<file path="config.mk">
export PLATFORM = sky130hd
export DESIGN_NAME = axi_write_slave_burst
export DESIGN_NICKNAME = d
export VERILOG_FILES = /design/src/rtl/axi_write_slave_burst.sv
export SDC_FILE = /design/constraint.sdc
export NUM_CORES = 1
export LEC_CHECK = 0
export ABC_AREA = 1
export BUFFER_PORTS_ARGS = -buffer_cell sky130_fd_sc_hd__buf_4
export CAP_MARGIN = 10
export CORE_ASPECT_RATIO = 0.6
export CORE_MARGIN = 8
export CORE_UTILIZATION = 45
export CTS_CLUSTER_DIAMETER = 50
export CTS_CLUSTER_SIZE = 25
export DETAILED_ROUTE_END_ITERATION = 8
export HOLD_SLACK_MARGIN = 0.03
export PLACE_DENSITY_LB_ADDON = 0.15
export SYNTH_ARGS = -nofsm -noshare
export SYNTH_HDL_FRONTEND = slang
export SYNTH_SLANG_ARGS = --single-unit
</file>
<file path="constraint.sdc">
create_clock -name ACLK -period 2.97 [get_ports ACLK]
set_clock_uncertainty 0.05 [all_clocks]
set_input_delay 0.594 -clock ACLK [delete_from_list [all_inputs] [get_ports ACLK]]
set_output_delay 0.594 -clock ACLK [all_outputs]
set_load 0.01 [all_outputs]
</file>
<file path="src/rtl/axi_write_slave_burst.sv">
// ---------------------------------------------------------------------------
// axi_write_slave_burst
//
// AXI write slave that accepts one write burst at a time. It computes a device
// address for every beat of a FIXED, INCR or WRAP burst. It forwards each
// accepted beat, with its byte strobes, to a local device write port through a
// valid/ready handshake. A single B response reports OKAY or SLVERR at the end
// of the burst.
//
// Optional feature macro: AXI_WS_WRAP_EN
//   defined   - WRAP bursts are legal and use wrap-boundary address arithmetic.
//   undefined - WRAP bursts are flagged as errors. Their beats are accepted and
//               dropped, and the burst ends with SLVERR.
//
// Parameters
//   DATA_WIDTH  W / device data width (power of two, 8..1024)
//   ADDR_WIDTH  AWADDR / device address width
//   ID_WIDTH    AWID / BID width
//
// Ports
//   ACLK, ARESET                      clock, synchronous active-high reset
//   AWID/AWADDR/AWLEN/AWSIZE/AWBURST  write address channel payload
//   AWVALID/AWREADY                   write address handshake
//   WDATA/WSTRB/WLAST                 write data beat
//   WVALID/WREADY                     write data handshake
//   BID/BRESP, BVALID/BREADY          write response (00 OKAY, 10 SLVERR)
//   dev_waddr/dev_wdata/dev_wstrb     device beat payload
//   dev_wvalid/dev_wready             device handshake
// ---------------------------------------------------------------------------
module axi_write_slave_burst #(
    parameter int DATA_WIDTH = 32,
    parameter int ADDR_WIDTH = 32,
    parameter int ID_WIDTH   = 4
) (
    input  logic                    ACLK,
    input  logic                    ARESET,
    input  logic [ID_WIDTH-1:0]     AWID,
    input  logic [ADDR_WIDTH-1:0]   AWADDR,
    input  logic [7:0]              AWLEN,
    input  logic [2:0]              AWSIZE,
    input  logic [1:0]              AWBURST,
    input  logic                    AWVALID,
    output logic                    AWREADY,
    input  logic [DATA_WIDTH-1:0]   WDATA,
    input  logic [DATA_WIDTH/8-1:0] WSTRB,
    input  logic                    WLAST,
    input  logic                    WVALID,
    output logic                    WREADY,
    output logic [ID_WIDTH-1:0]     BID,
    output logic [1:0]              BRESP,
    output logic                    BVALID,
    input  logic                    BREADY,
    output logic [ADDR_WIDTH-1:0]   dev_waddr,
    output logic [DATA_WIDTH-1:0]   dev_wdata,
    output logic [DATA_WIDTH/8-1:0] dev_wstrb,
    output logic                    dev_wvalid,
    input  logic                    dev_wready
);

    localparam int STRB_WIDTH = DATA_WIDTH / 8;
    localparam int LOG2_BYTES = $clog2(STRB_WIDTH);
    localparam logic [2:0] MAX_SIZE = 3'(LOG2_BYTES);

    typedef enum logic [1:0] {
        S_IDLE = 2'd0,
        S_DATA = 2'd1,
        S_DEV  = 2'd2,
        S_RESP = 2'd3
    } state_t;

    state_t                  r_state;
    state_t                  w_state_next;

    logic [ID_WIDTH-1:0]     r_id;
    logic [ADDR_WIDTH-1:0]   r_addr;
    logic [7:0]              r_len;
    logic [2:0]              r_size;
    logic [1:0]              r_burst;
    logic [8:0]              r_cnt;
    logic                    r_err;
    logic                    r_last;

    logic                    r_awready;
    logic                    r_wready;
    logic                    r_bvalid;
    logic [ID_WIDTH-1:0]     r_bid;
    logic [1:0]              r_bresp;
    logic                    r_dev_wvalid;
    logic [ADDR_WIDTH-1:0]   r_dev_waddr;
    logic [DATA_WIDTH-1:0]   r_dev_wdata;
    logic [STRB_WIDTH-1:0]   r_dev_wstrb;

    logic                    w_aw_fire;
    logic                    w_w_fire;
    logic                    w_dev_fire;
    logic                    w_b_fire;
    logic                    w_aw_err;
    logic                    w_beat_ok;
    logic                    w_wlast_bad;
    logic                    w_err_next;
    logic [ADDR_WIDTH-1:0]   w_size;
    logic [ADDR_WIDTH-1:0]   w_incr;
    logic [ADDR_WIDTH-1:0]   w_addr_next;

    assign AWREADY    = r_awready;
    assign WREADY     = r_wready;
    assign BVALID     = r_bvalid;
    assign BID        = r_bid;
    assign BRESP      = r_bresp;
    assign dev_wvalid = r_dev_wvalid;
    assign dev_waddr  = r_dev_waddr;
    assign dev_wdata  = r_dev_wdata;
    assign dev_wstrb  = r_dev_wstrb;

    // Each ready/valid output is a flop, so it can only be high in its own state.
    assign w_aw_fire  = AWVALID & r_awready;
    assign w_w_fire   = WVALID & r_wready;
    assign w_dev_fire = r_dev_wvalid & dev_wready;
    assign w_b_fire   = r_bvalid & BREADY;

    // Conditions that make the whole burst an error, checked at address accept.
    always_comb begin
        w_aw_err = 1'b0;
        if (AWSIZE > MAX_SIZE) begin
            w_aw_err = 1'b1;
        end
        if (AWBURST == 2'b11) begin
            w_aw_err = 1'b1;
        end
`ifdef AXI_WS_WRAP_EN
        if ((AWBURST == 2'b10) &&
            !((AWLEN == 8'd1) || (AWLEN == 8'd3) || (AWLEN == 8'd7) || (AWLEN == 8'd15))) begin
            w_aw_err = 1'b1;
        end
`else
        if (AWBURST == 2'b10) begin
            w_aw_err = 1'b1;
        end
`endif
    end

    // r_cnt is the zero-based index of the beat being accepted. Beats past
    // AWLEN are dropped. WLAST must coincide with index AWLEN.
    assign w_beat_ok   = !r_err && (r_cnt <= {1'b0, r_len});
    assign w_wlast_bad = WLAST && (r_cnt != {1'b0, r_len});

    // Address advance
    assign w_size = ADDR_WIDTH'(1) << r_size;
    assign w_incr = (r_addr & ~(w_size - ADDR_WIDTH'(1))) + w_size;

`ifdef AXI_WS_WRAP_EN
    logic [ADDR_WIDTH-1:0] w_bound;
    logic [ADDR_WIDTH-1:0] w_wrap;
    // AWLEN+1 is a power of two for any legal wrap, so bound-1 is a clean mask.
    assign w_bound = (ADDR_WIDTH'(r_len) + ADDR_WIDTH'(1)) << r_size;
    assign w_wrap  = (r_addr & ~(w_bound - ADDR_WIDTH'(1))) |
                     ((r_addr + w_size) & (w_bound - ADDR_WIDTH'(1)));
`endif

    always_comb begin
        w_addr_next = r_addr;
        case (r_burst)
            2'b01:   w_addr_next = w_incr;
`ifdef AXI_WS_WRAP_EN
            2'b10:   w_addr_next = w_wrap;
`endif
            default: w_addr_next = r_addr;
        endcase
    end

    // Next-state and error flag
    always_comb begin
        w_state_next = r_state;
        w_err_next   = r_err;
        case (r_state)
            S_IDLE: begin
                if (w_aw_fire) begin
                    w_state_next = S_DATA;
                    w_err_next   = w_aw_err;
                end
            end
            S_DATA: begin
                if (w_w_fire) begin
                    if (w_wlast_bad) begin
                        w_err_next = 1'b1;
                    end
                    // Forwarding depends on the flag from before this beat.
                    // An early WLAST beat is still written to the device.
                    if (w_beat_ok) begin
                        w_state_next = S_DEV;
                    end else if (WLAST) begin
                        w_state_next = S_RESP;
                    end
                end
            end
            S_DEV: begin
                if (w_dev_fire) begin
                    w_state_next = r_last ? S_RESP : S_DATA;
                end
            end
            S_RESP: begin
                if (w_b_fire) begin
                    w_state_next = S_IDLE;
                end
            end
            default: w_state_next = S_IDLE;
        endcase
    end

    always_ff @(posedge ACLK) begin
        if (ARESET) begin
            r_state      <= S_IDLE;
            r_id         <= '0;
            r_addr       <= '0;
            r_len        <= '0;
            r_size       <= '0;
            r_burst      <= '0;
            r_cnt        <= '0;
            r_err        <= 1'b0;
            r_last       <= 1'b0;
            r_awready    <= 1'b0;
            r_wready     <= 1'b0;
            r_bvalid     <= 1'b0;
            r_bid        <= '0;
            r_bresp      <= 2'b00;
            r_dev_wvalid <= 1'b0;
            r_dev_waddr  <= '0;
            r_dev_wdata  <= '0;
            r_dev_wstrb  <= '0;
        end else begin
            r_state      <= w_state_next;
            r_err        <= w_err_next;
            // Handshake outputs are registered versions of the next state.
            r_awready    <= (w_state_next == S_IDLE);
            r_wready     <= (w_state_next == S_DATA);
            r_dev_wvalid <= (w_state_next == S_DEV);
            r_bvalid     <= (w_state_next == S_RESP);

            if (w_aw_fire) begin
                r_id    <= AWID;
                r_addr  <= AWADDR;
                r_len   <= AWLEN;
                r_size  <= AWSIZE;
                r_burst <= AWBURST;
                r_cnt   <= '0;
            end

            if (w_w_fire) begin
                r_dev_waddr <= r_addr;
                r_dev_wdata <= WDATA;
                r_dev_wstrb <= WSTRB;
                r_last      <= WLAST;
                // Saturate so a runaway burst without WLAST cannot wrap back
                // into the forwarded range.
                if (r_cnt != 9'h1FF) begin
                    r_cnt <= r_cnt + 9'd1;
                end
            end

            if (w_dev_fire) begin
                r_addr <= w_addr_next;
            end

            // Response fields are captured once, on entry to RESP, and then
            // held until BREADY.
            if ((r_state != S_RESP) && (w_state_next == S_RESP)) begin
                r_bid   <= r_id;
                r_bresp <= w_err_next ? 2'b10 : 2'b00;
            end
        end
    end

endmodule

</file>
==> results.tsv, run 1 <==
metric	value	unit
period_needed	2.676	ns
cp_slowest_cell	dfxtp_2	
ctsHoldBuffers	0	
powerDensity	560.8	nW/um^2
crit_chain	nand2_1, nor2_1, inv_1, ha_1, nand2_1, inv_1, ha_1, nand2_1, inv_1, nand2_1, nand2_1, nand3b_1, nand3_1, nand3_1, nand2_1, a21oi_1	
drv_cap	0	
cts.path.max_buffers	2	
place_inst	1383	
start_util	45.79	%
period_share	90.10	%
synthArstFlopShare	0	%
tightest_slew	0.6915	ns
rsz0062_at_grt	no	
hpwl	17.34	mm
num_vias	7405	
cts_resized	0	
post-cts-setup-buffer-count	0	
drt_first_pass_iters	5	
cp-start-kind	flop	
synth-edff-count	0	
cp_max_fo	7	
die_area	19880	sq um
relSlewSlack	53.90	%
synth-seq-cells	139	
numCtsBuffers	17	
fmax	0.3737	GHz
port-buffer-count	168	
drv_slew	0	
viasPerCell	5.233	
grt_pass1_wl	36.38	mm
finalCoreUtilization	58.90	%
clk_pin_slew_worst_paths	0.07	ns
fin_setup_tns	0	ns
synth_area_leaders	dfxtp_1 40%, nor2_1 10%, nand2_1 9.3%	
num_antenna_cells	0	
root_buffer	clkbuf_16	
grt_pass1_vias	6766	
rows	35	
status	completed	
yosysMostFrequentCell	nor2_1	
cp.arrival	2.92	ns
placed_area	8417	sq um
drive_gt1_share	20.30	%
cts_tree	done	
grt_max_degree	70	
drtIter0Drc	736	
final_hold_viol_count	0	
end_kind	flop	
gr-usage-all-layers	22.52	%
power	5.033	mW
htreeDepth	4	
synth_cell_types	43	
synth.yosys.warnings	0	
setup_viol	0	
hp-class	input port to flop	
synth_top_area_share	39.88	%
wire_per_inst	16.17	microns
dieHeight	112.5	microns
grt-ovfl-total	0	
netlist_area	6978	sq um
cts.sinks	139	
stdcell_area	8976	sq um
ys_seq_area_share	39.88	%
p_leak	3.852	nW
wl	22.88	mm
die_w	176.8	microns
stdcell_count	1415	
coreArea	15240	sq um
drc	0	
num-nets-final	1306	
cpPeakStageDelay	0.41	ns
required	3.21	ns
area_growth	28.64	%
avgSynthCellArea	6.665	sq um
synth-main-ff-cell	dfxtp_1	
clk_latency	0.42	ns
antenna_found_initial	0	
vdd_drop_max	0.2786	mV
gp_congestion	0.9425	
path_class	flop to flop	
io_pins	170	
synth_commonest_cells	190 x nor2_1, 172 x nand2_1, 139 x dfxtp_1, 125 x o21ai_0, 94 x inv_1	
ant_nets	0	
crit_buf_inv	3	
syn_inst	1047	
critPathMostFrequentCell	nand2_1	
synth_top_area_cell	dfxtp_1	
cp_top_family	simple AND/OR/NAND/NOR gates	
syn_nets	1154	
## metal layers
metal / part of all wire, % / vias up / GRT usage (%)
met2: 38 / 324 / 30.61
met3: 10 / 13 / 6.034
met4: 0.58 / 0 / 4.071
met5: 0 / - / 0
met1: 51 / 3321 / 34.45
li1: - / 3747 / -
## placed cells by master (no fill, tap or decap), types with 5 or more instances in the layout
cell / instances
inv_6: 5
nand4_1: 12
nor3_1: 19
o22ai_1: 7
nor4_1: 5
nor2_1: 190
o21ai_0: 125
inv_2: 5
o21ai_1: 5
clkbuf_16: 17
nand3b_1: 5
dfxtp_1: 136
or2_2: 6
nand2_1: 172
nand3_1: 72
a21oi_1: 92
buf_4: 179
ha_1: 15
inv_1: 92
nand2_2: 10
## through the flow
step           worst slack [ns]  hold slack, ns
3_5_place_dp             0.2470          0.4021
5_1_grt                 0.01237          0.3823
3_3_place_gp             0.2990          0.3971
4_1_cts                  0.2305          0.3719
6_report                 0.2940          0.3771
2_1_floorplan            0.5766          0.3801
## power by group
part	switching [mW]	internal [mW]	total, mW
sequential	0.109	2.01	2.12
combinational	0.523	0.367	0.889
clock	0.920	1.10	2.02
## worst paths after layout
path                                      to  slack (ns)                   start  depth (start not counted)
setup / recovery     r_addr[25]$_SDFFE_PP0P_        0.29  r_size[2]$_SDFFE_PP0P_                         16
hold / removal    dev_wdata[28]$_SDFFE_PP0P_        0.38               WDATA[28]                          3
setup reg to reg     r_addr[25]$_SDFFE_PP0P_        0.29  r_size[2]$_SDFFE_PP0P_                         16
hold reg to reg         r_id[1]$_SDFFE_PP0P_        0.41    r_id[1]$_SDFFE_PP0P_                          2
## state kept, by name, summed over array words and instances, names as in the netlist
signal	cells
BID	4
r_state	2
dev_wstrb	4
BVALID	1
r_addr	32
AWREADY	1
r_len	8
dev_wvalid	1
r_size	3
r_cnt	9
r_last	1
r_id	4
dev_waddr	32
WREADY	1
BRESP	1
r_err	1
r_burst	2
dev_wdata	32
## worst min-delay path, cell delays in order
cell and delay [ns]:
buf_4 0.07, o21ai_0 0.07, nor2_1 0.08
## cell type report
class	count	area, sq um
fillers	1502	6264
multi-input cells	761	3625
flip-flops and latches	139	2786
repair buffers	181	1384
clock buffers	18	429.2
inverters	99	371.6
well taps	203	254.0
clock inverters	14	126.4
## cells by family (layout without fill, tap and decap cells)
| logic type | after synthesis | after routing | synth area share, % |
|---|---|---|---|
| adders and majority gates | 15 | 15 | 2.690 |
| and+or+nand+nor | 504 | 504 | 31.31 |
| AOI/OAI and AO/OA | 240 | 240 | 17.77 |
| DFF | 139 | 139 | 39.88 |
| other | 1 | 1 | 0.05374 |
| buffers and inverters | 147 | 312 | 8.176 |
| xor gates and xnor gates | 1 | 1 | 0.1255 |
Power figures use the tool's default switching activity.
==> run 2, diff against run 1 <==
BUFFER_PORTS_ARGS = -buffer_cell sky130_fd_sc_hd__buf_2   (was -buffer_cell sky130_fd_sc_hd__buf_4)
==> run 2 against run 1 <==
Clock-buffer cell count stayed put. Critical endpoint is now r_addr[26]$_SDFFE_PP0P_. Largest cell class unchanged. Flip-flop and latch count is the same. Critical path type unchanged. Hold slack lost 0.00053 ns. Design area down 4.2%. Power fell by 0.75%. Core utilization fell by 2.5 points. Sequential share of layout area increased by 1.4 points. Via count decreased by 0.76%. Combinational power shrank 6.7%. Sequential power is essentially flat. Final cell count grew 0.14%. Global-route usage shrank 0.37 points.
==> results.tsv, run 2 (synthesized netlist as in run 1, its figures left out) <==
metric	value	unit	change
port-buffer-count	168		unchanged
period_share	92.50	%	+2.4 points
cp.arrival	2.99	ns	+0.07 ns
wire_per_inst	16.02	microns	-0.95%
clk_pin_slew_worst_paths	0.07	ns	about the same
root_buffer	clkbuf_16		
stdcell_count	1417		+0.14%
p_leak	3.784	nW	-1.8%
viasPerCell	5.186		-0.90%
power	4.996	mW	-0.75%
dieHeight	112.5	microns	unchanged
final_hold_viol_count	0		unchanged
grt-ovfl-total	0		unchanged
hp-class	input port to flop		
die_w	176.8	microns	unchanged
cts.path.max_buffers	2		unchanged
die_area	19880	sq um	unchanged
final_cell_mix	189 x nor2_1, 171 x nand2_1, 168 x buf_2		
status	completed		
wl	22.70	mm	-0.81%
final_common_cell	nor2_1		
tightest_slew	0.6995	ns	+0.008044 ns
cpPeakStageDelay	0.39	ns	-0.02 ns
gp_congestion	0.9559		+1.4%
hpwl	16.84	mm	-2.9%
drt_first_pass_iters	6		+1
clk_latency	0.42	ns	about the same
drv_slew	0		unchanged
crit_chain	clkinvlp_4, nor2_2, inv_1, ha_1, nand2_1, inv_1, ha_1, inv_1, o21ai_1, nor2_1, nand2_2, nand3_1, nand2_1, nand3_1, nand2_1, a21oi_1		
coreArea	15240	sq um	unchanged
vdd_drop_max	0.3376	mV	+21%
cts.sinks	139		unchanged
drv_cap	0		unchanged
place_inst	1383		unchanged
num-nets-final	1308		+0.15%
grt_pass1_wl	35.59	mm	-2.2%
drive_gt1_share	20.68	%	+0.38 points
num_vias	7349		-0.76%
drtIter0Drc	636		-14%
num_antenna_cells	0		unchanged
end_kind	flop		
cp_max_fo	11		+4
area_growth	23.18	%	
rows	35		unchanged
setup_viol	0		unchanged
grt_pass1_vias	6662		-1.5%
start_util	45.79	%	unchanged
relSlewSlack	53.36	%	-0.54 points
gr-usage-all-layers	22.15	%	-0.37 points
numCtsBuffers	17		unchanged
antenna_found_initial	0		unchanged
cp-start-kind	flop		
ant_nets	0		unchanged
cp_slowest_cell	dfxtp_2		
path_class	flop to flop		
fmax	0.3640	GHz	-2.6%
cts_tree	done		
htreeDepth	4		unchanged
grt_max_degree	91		+30%
powerDensity	581.2	nW/um^2	+3.6%
drc	0		unchanged
ctsHoldBuffers	0		unchanged
required	3.21	ns	about the same
io_pins	170		unchanged
period_needed	2.747	ns	+0.07123 ns
[run 2: area by class of cell]
type,count,area (sq um)
timing repair buffer,183,991.0
sequential,139,2786
tap,203,254.0
clock inverter,14,127.6
multi-input combinational,761,3632
clock buffer,18,429.2
inverter,99,375.4
fill,1534,6644
[run 2: worst max-delay path: cells and delay by family (launching register included)]
family,cells,cell delay [ns]
compound gates,2,0.30
fa+ha+maj,2,0.60
buf+inv,4,0.39
flops,1,0.39
simple gates,8,0.89
[run 2: final timing paths]
check	from	endpoint	slack, ns	cells after the start
hold / removal	WDATA[20]	dev_wdata[20]$_SDFFE_PP0P_	0.38	3
hold reg to reg	r_len[5]$_SDFFE_PP0P_	r_len[5]$_SDFFE_PP0P_	0.41	2
setup / recovery	r_size[0]$_SDFFE_PP0P_	r_addr[26]$_SDFFE_PP0P_	0.22	16
setup reg to reg	r_size[0]$_SDFFE_PP0P_	r_addr[26]$_SDFFE_PP0P_	0.22	16
[run 2: repair_timing]
item | CTS | global route
setup endpoints to repair | 0 | 20
setup buffers | 0 | 2
hold endpoints to repair | 0 | 0
gates resized for setup | 0 | 8
[run 2: metal layers]
metal | wire length, microns | global-route usage (%) | part of all wire [%]
met1 | 11780 | 33.92 | 52
met5 | 0 | 0 | 0
met3 | 2359 | 7.073 | 10
met4 | 114 | 3.848 | 0.50
met2 | 8444 | 29.24 | 37
[run 2: power breakdown]
part           switching, mW  leakage [nW]  total [mW]  internal (mW)
clock                  0.941         0.262        2.04           1.10
combinational          0.528          2.39       0.829          0.301
sequential             0.109          1.13        2.12           2.01
total                   1.58          3.78        5.00           3.42
[run 2: per-stage QoR]
stage | worst slack [ns] | instance area (sq um) | setup TNS [ns] | util [%] | hold WS (ns)
after floorplan | 0.5766 | 6978 | 0 | - | 0.3801
after global placement | 0.2884 | 8009 | 0 | 52.55 | 0.3991
after detailed placement | 0.2444 | 8009 | 0 | 52.55 | 0.4026
after CTS | 0.2332 | 8566 | 0 | 56.21 | 0.3639
after global routing | -0.0009315 | 8596 | -0.0009315 | 56.40 | 0.3737
final | 0.2228 | 8596 | 0 | 56.40 | 0.3766
